### config.mk
export PLATFORM = sky130hd
export DESIGN_NAME = cdb_arbiter_flat
export DESIGN_NICKNAME = d
export VERILOG_FILES = /design/src/rtl/cdb_arbiter_if.sv /design/src/rtl/cdb_arbiter.sv /design/src/flat_wrapper.sv
export SDC_FILE = /design/constraint.sdc
export NUM_CORES = 1
export LEC_CHECK = 0
export CAP_MARGIN = 20
export CELL_PAD_IN_SITES_DETAIL_PLACEMENT = 0
export CELL_PAD_IN_SITES_GLOBAL_PLACEMENT = 1
export CORE_ASPECT_RATIO = 1.4
export CORE_MARGIN = 2
export CORE_UTILIZATION = 42
export CTS_CLUSTER_SIZE = 14
export DETAILED_ROUTE_END_ITERATION = 8
export PLACE_DENSITY_LB_ADDON = 0.1
export SKIP_LAST_GASP = 1
export SLEW_MARGIN = 10
export SYNTH_ARGS = -nofsm -noshare
export SYNTH_HDL_FRONTEND = slang
export SYNTH_SLANG_ARGS = --single-unit
### constraint.sdc
create_clock -name clk_in -period 3.7 [get_ports clk_in]
set_input_delay 1.11 -clock clk_in [delete_from_list [all_inputs] [get_ports clk_in]]
set_output_delay 1.11 -clock clk_in [all_outputs]
set_load 0.02 [all_outputs]
### src/rtl/cdb_arbiter_if.sv
// rtl/cdb_arbiter_if.sv - requester/CDB bundle between writeback units and the arbiter
// Ports (bundle signals):
//   req_valid[NREQ]            requester i presents a result
//   req_robid[NREQ*ROB_BITS]   RoB id, slice i at [i*ROB_BITS +: ROB_BITS]
//   req_value[NREQ*32]         result value, slice i at [i*32 +: 32]
//   req_ready[NREQ]            slot i accepts this cycle
//   cdb_valid/robid/value/src  registered broadcast
// master: requester side, slave: arbiter side.
interface cdb_arbiter_if #(
  parameter int NREQ     = 4,
  parameter int ROB_BITS = 4
) ();
  localparam int SRC_BITS = $clog2(NREQ);

  logic [NREQ-1:0]          req_valid;
  logic [NREQ*ROB_BITS-1:0] req_robid;
  logic [NREQ*32-1:0]       req_value;
  logic [NREQ-1:0]          req_ready;
  logic                     cdb_valid;
  logic [ROB_BITS-1:0]      cdb_robid;
  logic [31:0]              cdb_value;
  logic [SRC_BITS-1:0]      cdb_src;

  modport master (
    output req_valid, req_robid, req_value,
    input  req_ready, cdb_valid, cdb_robid, cdb_value, cdb_src
  );

  modport slave (
    input  req_valid, req_robid, req_value,
    output req_ready, cdb_valid, cdb_robid, cdb_value, cdb_src
  );
endinterface

### src/rtl/cdb_arbiter.sv
// rtl/cdb_arbiter.sv - round-robin arbiter for the reorder-buffer CDB write port
// Ports:
//   clk_in    system clock
//   rst_in    asynchronous active-low reset
//   rdy_in    pause when low; all state holds
//   flush_in  discard all pending and in-flight results
//   bus       cdb_arbiter_if.slave (requests in, registered CDB broadcast out)
// Optional feature macro: CDB_BYPASS_EN (a request into an empty slot may win
// arbitration in the same cycle and be broadcast without occupying the slot).
module cdb_arbiter #(
  parameter int NREQ     = 4,
  parameter int ROB_BITS = 4
) (
  input  logic         clk_in,
  input  logic         rst_in,
  input  logic         rdy_in,
  input  logic         flush_in,
  cdb_arbiter_if.slave bus
);
  localparam int SRC_BITS = $clog2(NREQ);

  logic [NREQ-1:0]     slot_full_q, slot_full_d;
  logic [ROB_BITS-1:0] slot_robid_q [NREQ];
  logic [ROB_BITS-1:0] slot_robid_d [NREQ];
  logic [31:0]         slot_value_q [NREQ];
  logic [31:0]         slot_value_d [NREQ];
  logic [SRC_BITS-1:0] ptr_q, ptr_d;
  logic                cdb_valid_q, cdb_valid_d;
  logic [ROB_BITS-1:0] cdb_robid_q, cdb_robid_d;
  logic [31:0]         cdb_value_q, cdb_value_d;
  logic [SRC_BITS-1:0] cdb_src_q, cdb_src_d;

  logic                active;
  logic [NREQ-1:0]     cand;
  logic [NREQ-1:0]     grant_vec;
  logic                grant_any;
  logic [SRC_BITS-1:0] grant_idx;
  logic [SRC_BITS:0]   scan_wide;
  logic [SRC_BITS-1:0] scan_idx;
  logic [NREQ-1:0]     ready_vec;
  logic [NREQ-1:0]     capture;
  logic [ROB_BITS-1:0] g_robid;
  logic [31:0]         g_value;

  // rst_in gates acceptance so req_ready is low for the whole reset window.
  assign active    = rst_in && rdy_in && !flush_in;
  assign ready_vec = {NREQ{active}} & (~slot_full_q | grant_vec);

  // Scan from ptr upward, wrapping modulo NREQ; first candidate wins.
  always_comb begin
    cand = slot_full_q;
`ifdef CDB_BYPASS_EN
    cand = slot_full_q | bus.req_valid;
`endif
    grant_vec = '0;
    grant_any = 1'b0;
    grant_idx = '0;
    scan_wide = '0;
    scan_idx  = '0;
    for (int k = 0; k < NREQ; k++) begin
      scan_wide = {1'b0, ptr_q} + (SRC_BITS + 1)'(k);
      if (scan_wide >= (SRC_BITS + 1)'(NREQ)) begin
        scan_idx = SRC_BITS'(scan_wide - (SRC_BITS + 1)'(NREQ));
      end else begin
        scan_idx = SRC_BITS'(scan_wide);
      end
      if (!grant_any && active && cand[scan_idx]) begin
        grant_any           = 1'b1;
        grant_vec[scan_idx] = 1'b1;
        grant_idx           = scan_idx;
      end
    end
  end

  // Winner payload: slot contents, or the live request when bypassing an empty slot.
  always_comb begin
    g_robid = slot_robid_q[grant_idx];
    g_value = slot_value_q[grant_idx];
`ifdef CDB_BYPASS_EN
    if (!slot_full_q[grant_idx]) begin
      g_robid = bus.req_robid[grant_idx*ROB_BITS +: ROB_BITS];
      g_value = bus.req_value[grant_idx*32 +: 32];
    end
`endif
  end

  // A bypassed winner is broadcast directly and never lands in its slot.
  always_comb begin
    capture = bus.req_valid & ready_vec;
`ifdef CDB_BYPASS_EN
    capture = capture & ~(grant_vec & ~slot_full_q);
`endif
  end

  always_comb begin
    slot_full_d  = slot_full_q;
    slot_robid_d = slot_robid_q;
    slot_value_d = slot_value_q;
    ptr_d        = ptr_q;
    cdb_valid_d  = cdb_valid_q;
    cdb_robid_d  = cdb_robid_q;
    cdb_value_d  = cdb_value_q;
    cdb_src_d    = cdb_src_q;
    if (rdy_in) begin
      if (flush_in) begin
        slot_full_d = '0;
        cdb_valid_d = 1'b0;
        ptr_d       = '0;
      end else begin
        cdb_valid_d = grant_any;
        if (grant_any) begin
          cdb_robid_d = g_robid;
          cdb_value_d = g_value;
          cdb_src_d   = grant_idx;
          ptr_d       = (grant_idx == SRC_BITS'(NREQ - 1)) ? '0 : grant_idx + SRC_BITS'(1);
        end
        // Clear the granted slot first so a same-cycle refill lands on top.
        slot_full_d = slot_full_q & ~grant_vec;
        for (int i = 0; i < NREQ; i++) begin
          if (capture[i]) begin
            slot_full_d[i]  = 1'b1;
            slot_robid_d[i] = bus.req_robid[i*ROB_BITS +: ROB_BITS];
            slot_value_d[i] = bus.req_value[i*32 +: 32];
          end
        end
      end
    end
  end

  always_ff @(posedge clk_in or negedge rst_in) begin
    if (!rst_in) begin
      slot_full_q <= '0;
      for (int i = 0; i < NREQ; i++) begin
        slot_robid_q[i] <= '0;
        slot_value_q[i] <= '0;
      end
      ptr_q       <= '0;
      cdb_valid_q <= 1'b0;
      cdb_robid_q <= '0;
      cdb_value_q <= '0;
      cdb_src_q   <= '0;
    end else begin
      slot_full_q  <= slot_full_d;
      slot_robid_q <= slot_robid_d;
      slot_value_q <= slot_value_d;
      ptr_q        <= ptr_d;
      cdb_valid_q  <= cdb_valid_d;
      cdb_robid_q  <= cdb_robid_d;
      cdb_value_q  <= cdb_value_d;
      cdb_src_q    <= cdb_src_d;
    end
  end

  assign bus.req_ready = ready_vec;
  assign bus.cdb_valid = cdb_valid_q;
  assign bus.cdb_robid = cdb_robid_q;
  assign bus.cdb_value = cdb_value_q;
  assign bus.cdb_src   = cdb_src_q;
endmodule
### src/flat_wrapper.sv
// flat-port wrapper written by rule: the top's interface ports become plain ports
module cdb_arbiter_flat 
#(
  parameter int NREQ     = 4,
  parameter int ROB_BITS = 4
)
  (clk_in, rst_in, rdy_in, flush_in, bus_req_valid, bus_req_robid, bus_req_value, bus_req_ready, bus_cdb_valid, bus_cdb_robid, bus_cdb_value, bus_cdb_src);
  cdb_arbiter_if #(.NREQ(NREQ), .ROB_BITS(ROB_BITS)) bus_i ();
  input  logic clk_in;
  input  logic rst_in;
  input  logic rdy_in;
  input  logic flush_in;
  input wire logic [$bits(bus_i.req_valid)-1:0] bus_req_valid;
  input wire logic [$bits(bus_i.req_robid)-1:0] bus_req_robid;
  input wire logic [$bits(bus_i.req_value)-1:0] bus_req_value;
  output wire logic [$bits(bus_i.req_ready)-1:0] bus_req_ready;
  output wire logic [$bits(bus_i.cdb_valid)-1:0] bus_cdb_valid;
  output wire logic [$bits(bus_i.cdb_robid)-1:0] bus_cdb_robid;
  output wire logic [$bits(bus_i.cdb_value)-1:0] bus_cdb_value;
  output wire logic [$bits(bus_i.cdb_src)-1:0] bus_cdb_src;
  assign bus_i.req_valid = bus_req_valid;
  assign bus_i.req_robid = bus_req_robid;
  assign bus_i.req_value = bus_req_value;
  assign bus_req_ready = bus_i.req_ready;
  assign bus_cdb_valid = bus_i.cdb_valid;
  assign bus_cdb_robid = bus_i.cdb_robid;
  assign bus_cdb_value = bus_i.cdb_value;
  assign bus_cdb_src = bus_i.cdb_src;
  cdb_arbiter #(.NREQ(NREQ), .ROB_BITS(ROB_BITS)) u_core (.clk_in(clk_in), .rst_in(rst_in), .rdy_in(rdy_in), .flush_in(flush_in), .bus(bus_i));
endmodule
Yosys cells after proc, flatten, opt, wreduce, memory -nomap -nowiden
Cells that the tools add are included.

Bits in registers: 189. Input port bits: 152. Output and inout bits: 43. Word-level logic and storage cells: 118.

$add $sub $neg: 8. $lt $le $gt $ge: 13. Equal/unequal tests: 1. Multiplexer cells: 47. Bitwise operators: 11. Reductions and logical operators: 24.

Operators by type and width (number): binary-select mux 32 bit (select 2 bit) (1); 2-to-1 mux 32 bit (2); 2-to-1 mux 4 bit (7); 2-to-1 mux 2 bit (11); 2-to-1 mux 1 bit (17); bitwise OR 4 bit (4); AND reduction 3 bit (5); logical AND 1 bit (13); bitwise AND 4 bit (3); greater-or-equal comparator 3 bit (second input constant) (4); < comparator 2 x 3 -> 1 bit (second input constant) (4); binary-select mux 1 bit (select 2 bit) (4); binary-select mux 4 bit (select 2 bit) (1); demux 1 bit (select 2 bit) (4); greater-or-equal comparator 2 x 1 -> 1 bit (second input constant) (4); NOT 4 bit (2); subtractor 2 x 1 -> 2 bit (second input constant) (4); adder 2 x 2 -> 3 bit (second input constant) (2); logical NOT 1 bit (4); adder 2 x 1 -> 3 bit (second input constant) (1); greater-or-equal comparator 2 x 3 -> 1 bit (second input constant) (1); NOT 2 -> 3 bit (1); adder 2 x 1 -> 2 bit (second input constant) (1); == test 2 bit (second input constant) (1); 3 further kinds (3).

Longest topological paths before layout
Depth in word-level cells: 23. Depth in mapped cells: 13. Mapped depth without buffers: 8.

Least setup slack after synthesis
Ideal clock, no wire load.

Path type: reg-to-output. From: reg u_core.ptr_q[0]. To: out bus_req_ready[0]. Data arrival time: 2510 ps. Required time: 2590 ps. Path slack: 80 ps. Cell stages (with the launch flop): 10. Buffers on the path: 2. Path through: dfrtp_1 -> buf_4 -> inv_1 -> ha_1 -> buf_2 -> mux4_2 -> a2111oi_2 -> a221o_1 -> a21o_1 -> and2_1.

Longest elaborated chain between the ends: 20. Elaborated cells on any way between the ends: 65. Those cells by class: add/sub: 7; order compare: 12; mux: 27; bitwise: 5; reduce/logical: 14.

Ends and longest elaborated chain: start: declaration (RTL line cdb_arbiter.sv:27) `logic [SRC_BITS-1:0] ptr_q, ptr_d;`; start signal: assignment (RTL line cdb_arbiter.sv:146) `ptr_q <= ptr_d;`; parallel branches: the longest is 17 deep, another holds adder 2 x 1 -> 3 bit; 2-to-1 mux 4 bit * (RTL line cdb_arbiter.sv:67) `if (!grant_any && active && cand[scan_idx]) begin`; bitwise OR 4 bit * (RTL line cdb_arbiter.sv:47) `assign ready_vec = {NREQ{active}} & (~slot_full_q | grant_vec);`; bitwise AND 4 bit * (RTL line cdb_arbiter.sv:47); end: declaration (RTL line flat_wrapper.sv:16) `output wire logic [$bits(bus_i.req_ready)-1:0] bus_req_ready;`.

Mark *: on every way between the ends. The select of a mux whose other input is x is not followed.

Worst setup path after layout
From: reg u_core.ptr_q[0]. To: out bus_req_ready[1].

The elaborated chain is that of the path after synthesis.

==> results.rst <==
.. list-table::
   :header-rows: 1

   * - Metric
     - Value
   * - Run status
     - complete, no violations
   * - Max incr delay on CP
     - about 0.42 ns
   * - PnR Total Power
     - around 8.5 mW
   * - Fraction of final layout cells sized beyond drive strength 1
     - 0.3086
   * - Capture point of the worst reg-to-reg path
     - u_core.bus.cdb_value[10]
   * - Placeable core region
     - ~0.021 mm2
   * - Max-capacitance violation count
     - 0
   * - Tcrit/Tclk final
     - 0.9985
   * - Most common cell after layout, fill and taps aside
     - dfrtp_1
   * - Met3 wire len
     - about 1.2 mm
   * - Top sig layer
     - met4
   * - Worst path cell trace
     - buf_6 -> nor2b_1 -> a221oi_2 -> a2111oi_4 -> buf_4 -> a221o_1 -> a21o_1 -> and2_4 -> buf_6
   * - Setup Viol. Count Final
     - 0
   * - CTS max path bufs
     - 2
   * - Rel. slew slack
     - 0.3483
   * - TritonCTS clock tree
     - built
   * - Minimum setup slack among reg-to-reg paths
     - between 0.6 and 0.7 ns
   * - Layout filler cell count
     - between 1,500 and 2,000
   * - Gate count after technology mapping
     - 630
   * - Number of antenna violations at the first check in global routing
     - 1
   * - Number of storage elements in the synthesis netlist
     - ~190
   * - Number of logic stages on the critical path including buffering
     - 9
   * - Critical R2R Launch
     - u_core.ptr_q[0]
   * - Signal arrival time at the worst endpoint
     - about 2.6 ns
   * - Max Fanout on Critical Path
     - 8
   * - Vias per inst
     - between 5 and 6
   * - WL met1
     - 10.27 mm
   * - First DRT Iteration DRCs
     - just over 300
   * - Number of placement rows
     - between 60 and 70
   * - Number of buffer cells added on primary ports
     - 194
   * - Final max-slew violation count
     - 0
   * - Critical Path End Type
     - output pin
   * - Vias in the first global route
     - roughly 6,800
   * - Post-synth EDFFs
     - 0
   * - Delay-heaviest family, CP
     - compound AO/OA/AOI/OAI gates
   * - Met2 WL
     - roughly 13 mm
   * - Clock buffers created by TritonCTS
     - 17
   * - Clock-pin slew reported for the worst setup and hold paths after clock tree synthesis
     - around 0.080 ns
   * - Largest net degree at the start of global routing
     - 82
   * - Clk_skew
     - about 0.013 ns
   * - Global-route wire length before repair
     - 37.99 mm
   * - Worst Setup EP
     - bus_req_ready[1]
   * - Final design area excluding fillers
     - about 0.012 mm2
   * - Sum of routed wire length over all layers
     - roughly 24 mm
   * - Synth Flop Type
     - dfrtp_1
   * - Net Count, Synth
     - slightly below 800
   * - Number of warnings issued by yosys
     - 0
   * - Transition time at the pin with the least slew margin
     - around 1 ns
   * - Critical path type
     - flop to output pin
   * - Power per cell area
     - approximately 680 mW/mm2
   * - Bufs and invs on worst path
     - 3
   * - Initial Utilization
     - 0.4289
   * - Router iterations before antenna repair
     - 4
   * - Height of the die
     - 178.4 um
   * - GRT Resource Usage Total
     - 0.2193
   * - Worst setup startpoint
     - u_core.ptr_q[0]
   * - Synth-to-layout area growth
     - 36.87%
   * - Register area share after synthesis
     - 0.5181
   * - Global placer's final weighted congestion
     - slightly above 0.8
   * - Number of remaining DRC errors
     - 0
   * - Mapped cell area
     - a little over 0.009 mm2
   * - Non-filler cells in the finished layout
     - around 1,100
   * - Crit-path slowest cell
     - dfrtp_1
   * - Standard cell area after detailed placement
     - around 0.012 mm2
   * - Peak ir drop on the vdd network
     - around 0.38 mV
   * - Remaining antenna violation count
     - 0
   * - Area enclosed by the die boundary
     - between 0.02 and 0.025 mm2
   * - Number of library cell types mapped by synthesis
     - 47
   * - Setup repair after global routing missed its margin
     - yes
   * - Type of the most critical hold path
     - flop to flop
   * - Via Count
     - just over 6,000
   * - Total leakage power
     - 5.311 nW
   * - Fmax
     - roughly 0.27 GHz
   * - CTS H-tree depth
     - 4
   * - Final global-route overflow total
     - 0
   * - Post-Synthesis Mean Instance Area
     - roughly 14 um2
   * - Die width
     - 128.6 um
   * - Cell repeated most along the worst path
     - buf_6
   * - Nets@finish
     - 1,022
   * - Nature of the critical path startpoint
     - flop
   * - Final HPWL DP
     - between 15 and 20 mm
   * - CTS Root Cell
     - clkbuf_16
   * - Number of clock sinks seen by CTS
     - 189
   * - Inst Count DP
     - around 1,100
   * - Top library cells by usage in the layout, fill and taps aside
     - 189 x dfrtp_1, 187 x clkdlybuf4s50_1, 120 x mux2_4
   * - Final count of hold timing violations
     - 0
   * - Latest clock arrival within the worst-skew pair
     - 0.44 ns
   * - Length in cells of the worst reg-to-reg path
     - 11
   * - Required time of the critical path
     - 2.59 ns
   * - WL per Instance
     - between 20 and 25 um
   * - Number of placed I/O pins
     - about 200
   * - Proportion of register bits with asynchronous set or reset after synthesis
     - 1.000
   * - Fin crit period
     - around 3.7 ns
[how the worst min path moves through the flow]
stage,depth (start not counted),to,from
floorplan,1,u_core.slot_robid_q[12],u_core.slot_robid_q[12]
global placement,1,u_core.bus.cdb_src[0],u_core.bus.cdb_src[0]
detailed placement,2,u_core.bus.cdb_value[17],u_core.bus.cdb_value[17]
CTS,2,u_core.bus.cdb_value[17],u_core.bus.cdb_value[17]
global route,2,u_core.bus.cdb_value[17],u_core.bus.cdb_value[17]
finish,2,u_core.bus.cdb_value[17],u_core.bus.cdb_value[17]
[tightest hold or removal path: stages (launching register included)]
cell	delay (ns)
dfrtp_1	0.34
nand2_1	0.05
o221ai_1	0.06
[cell usage after synthesis, types with 2 or more instances]
library cell    n  area share
o22ai_1         3      0.0021
nand3_1         3      0.0016
a22oi_1         2      0.0016
dfrtp_1       189        0.52
mux2_4        120        0.20
buf_4           6      0.0049
o21ai_0         6      0.0033
inv_1           7      0.0029
a221o_1         4      0.0044
a22o_1          4      0.0038
o221ai_1       36       0.035
nor3_1          2      0.0011
o21a_1          3      0.0025
and2_1          5      0.0034
nand2_1        44       0.018
clkbuf_1       14      0.0058
buf_6          16       0.020
o211ai_1        2      0.0016
nand2b_1        3      0.0021
nor2_1          3      0.0012
o211a_1         5      0.0055
or3_1           2      0.0014
a21o_1          6      0.0049
nor2b_1         3      0.0021
buf_2           8      0.0044
a32oi_1         3      0.0029
ha_1            8       0.011
a31oi_1         5      0.0034
mux2i_1        77       0.084
mux2_2         24       0.030
[sequential cells by signal, summed over array words and instances (netlist names)]
name	flops
u_core.bus.cdb_src	2
u_core.slot_value_q	128
u_core.slot_robid_q	16
u_core.bus.cdb_valid	1
u_core.bus.cdb_robid	4
u_core.ptr_q	2
u_core.cand	4
u_core.bus.cdb_value	32
[repair_timing]
item                                    in CTS  in global routing
hold buffers                                 0                  0
endpoints found under the setup margin       4                  4
resized for setup                           40                  6
pin swaps                                    6                  4
buffers inserted                             5                  4
[metrics by stage]
stage	hold WS, ns	TNS (ns)	setup WS, ns	util
after floorplan	0.4799	0	0.08012	-
after global placement	0.4646	-3.026	-0.7600	0.5504
after detailed placement	0.4763	-3.111	-0.7868	0.5504
after CTS	0.4928	-0.1425	-0.04802	0.5827
after global routing	0.5125	-0.3433	-0.08998	0.5869
final	0.4895	0	0.005655	0.5871
[per-layer routing]
layer | vias to the layer above | track usage
met1 | 3167 | 0.2736
li1 | 2796 | -
met3 | 32 | 0.05099
met4 | 0 | 0.06658
met2 | 161 | 0.3779
met5 | - | 0
[layout make-up]
class                      count  area [um2]  area share
antenna                        1       2.502   0.0002003
clock buffer                  19       432.9     0.03465
clock inverter                13       142.6     0.01142
inverter                       8       30.03    0.002403
multi-input combinational    389        4192      0.3355
sequential                   189        4730      0.3785
tap                          260       325.3     0.02604
timing repair buffer         257        2640      0.2113
[report_power, final]
part | internal, mW | switching [mW] | total, mW | leakage [nW]
logic | 1.91 | 1.34 | 3.25 | 2.73
clock network | 0.905 | 0.896 | 1.80 | 0.279
registers | 2.91 | 0.497 | 3.40 | 2.31
total | 5.72 | 2.73 | 8.45 | 5.31
[kinds of logic after synthesis]
logic type	Yosys count	synth area share
AOI/OAI and AO/OA	89	0.08141
adders and majority gates	8	0.01097
buffers and inverters	52	0.03810
DFF	189	0.5181
muxes	224	0.3178
and+or+nand+nor	68	0.03358
No activity file was read; power rests on OpenSTA's default activity.
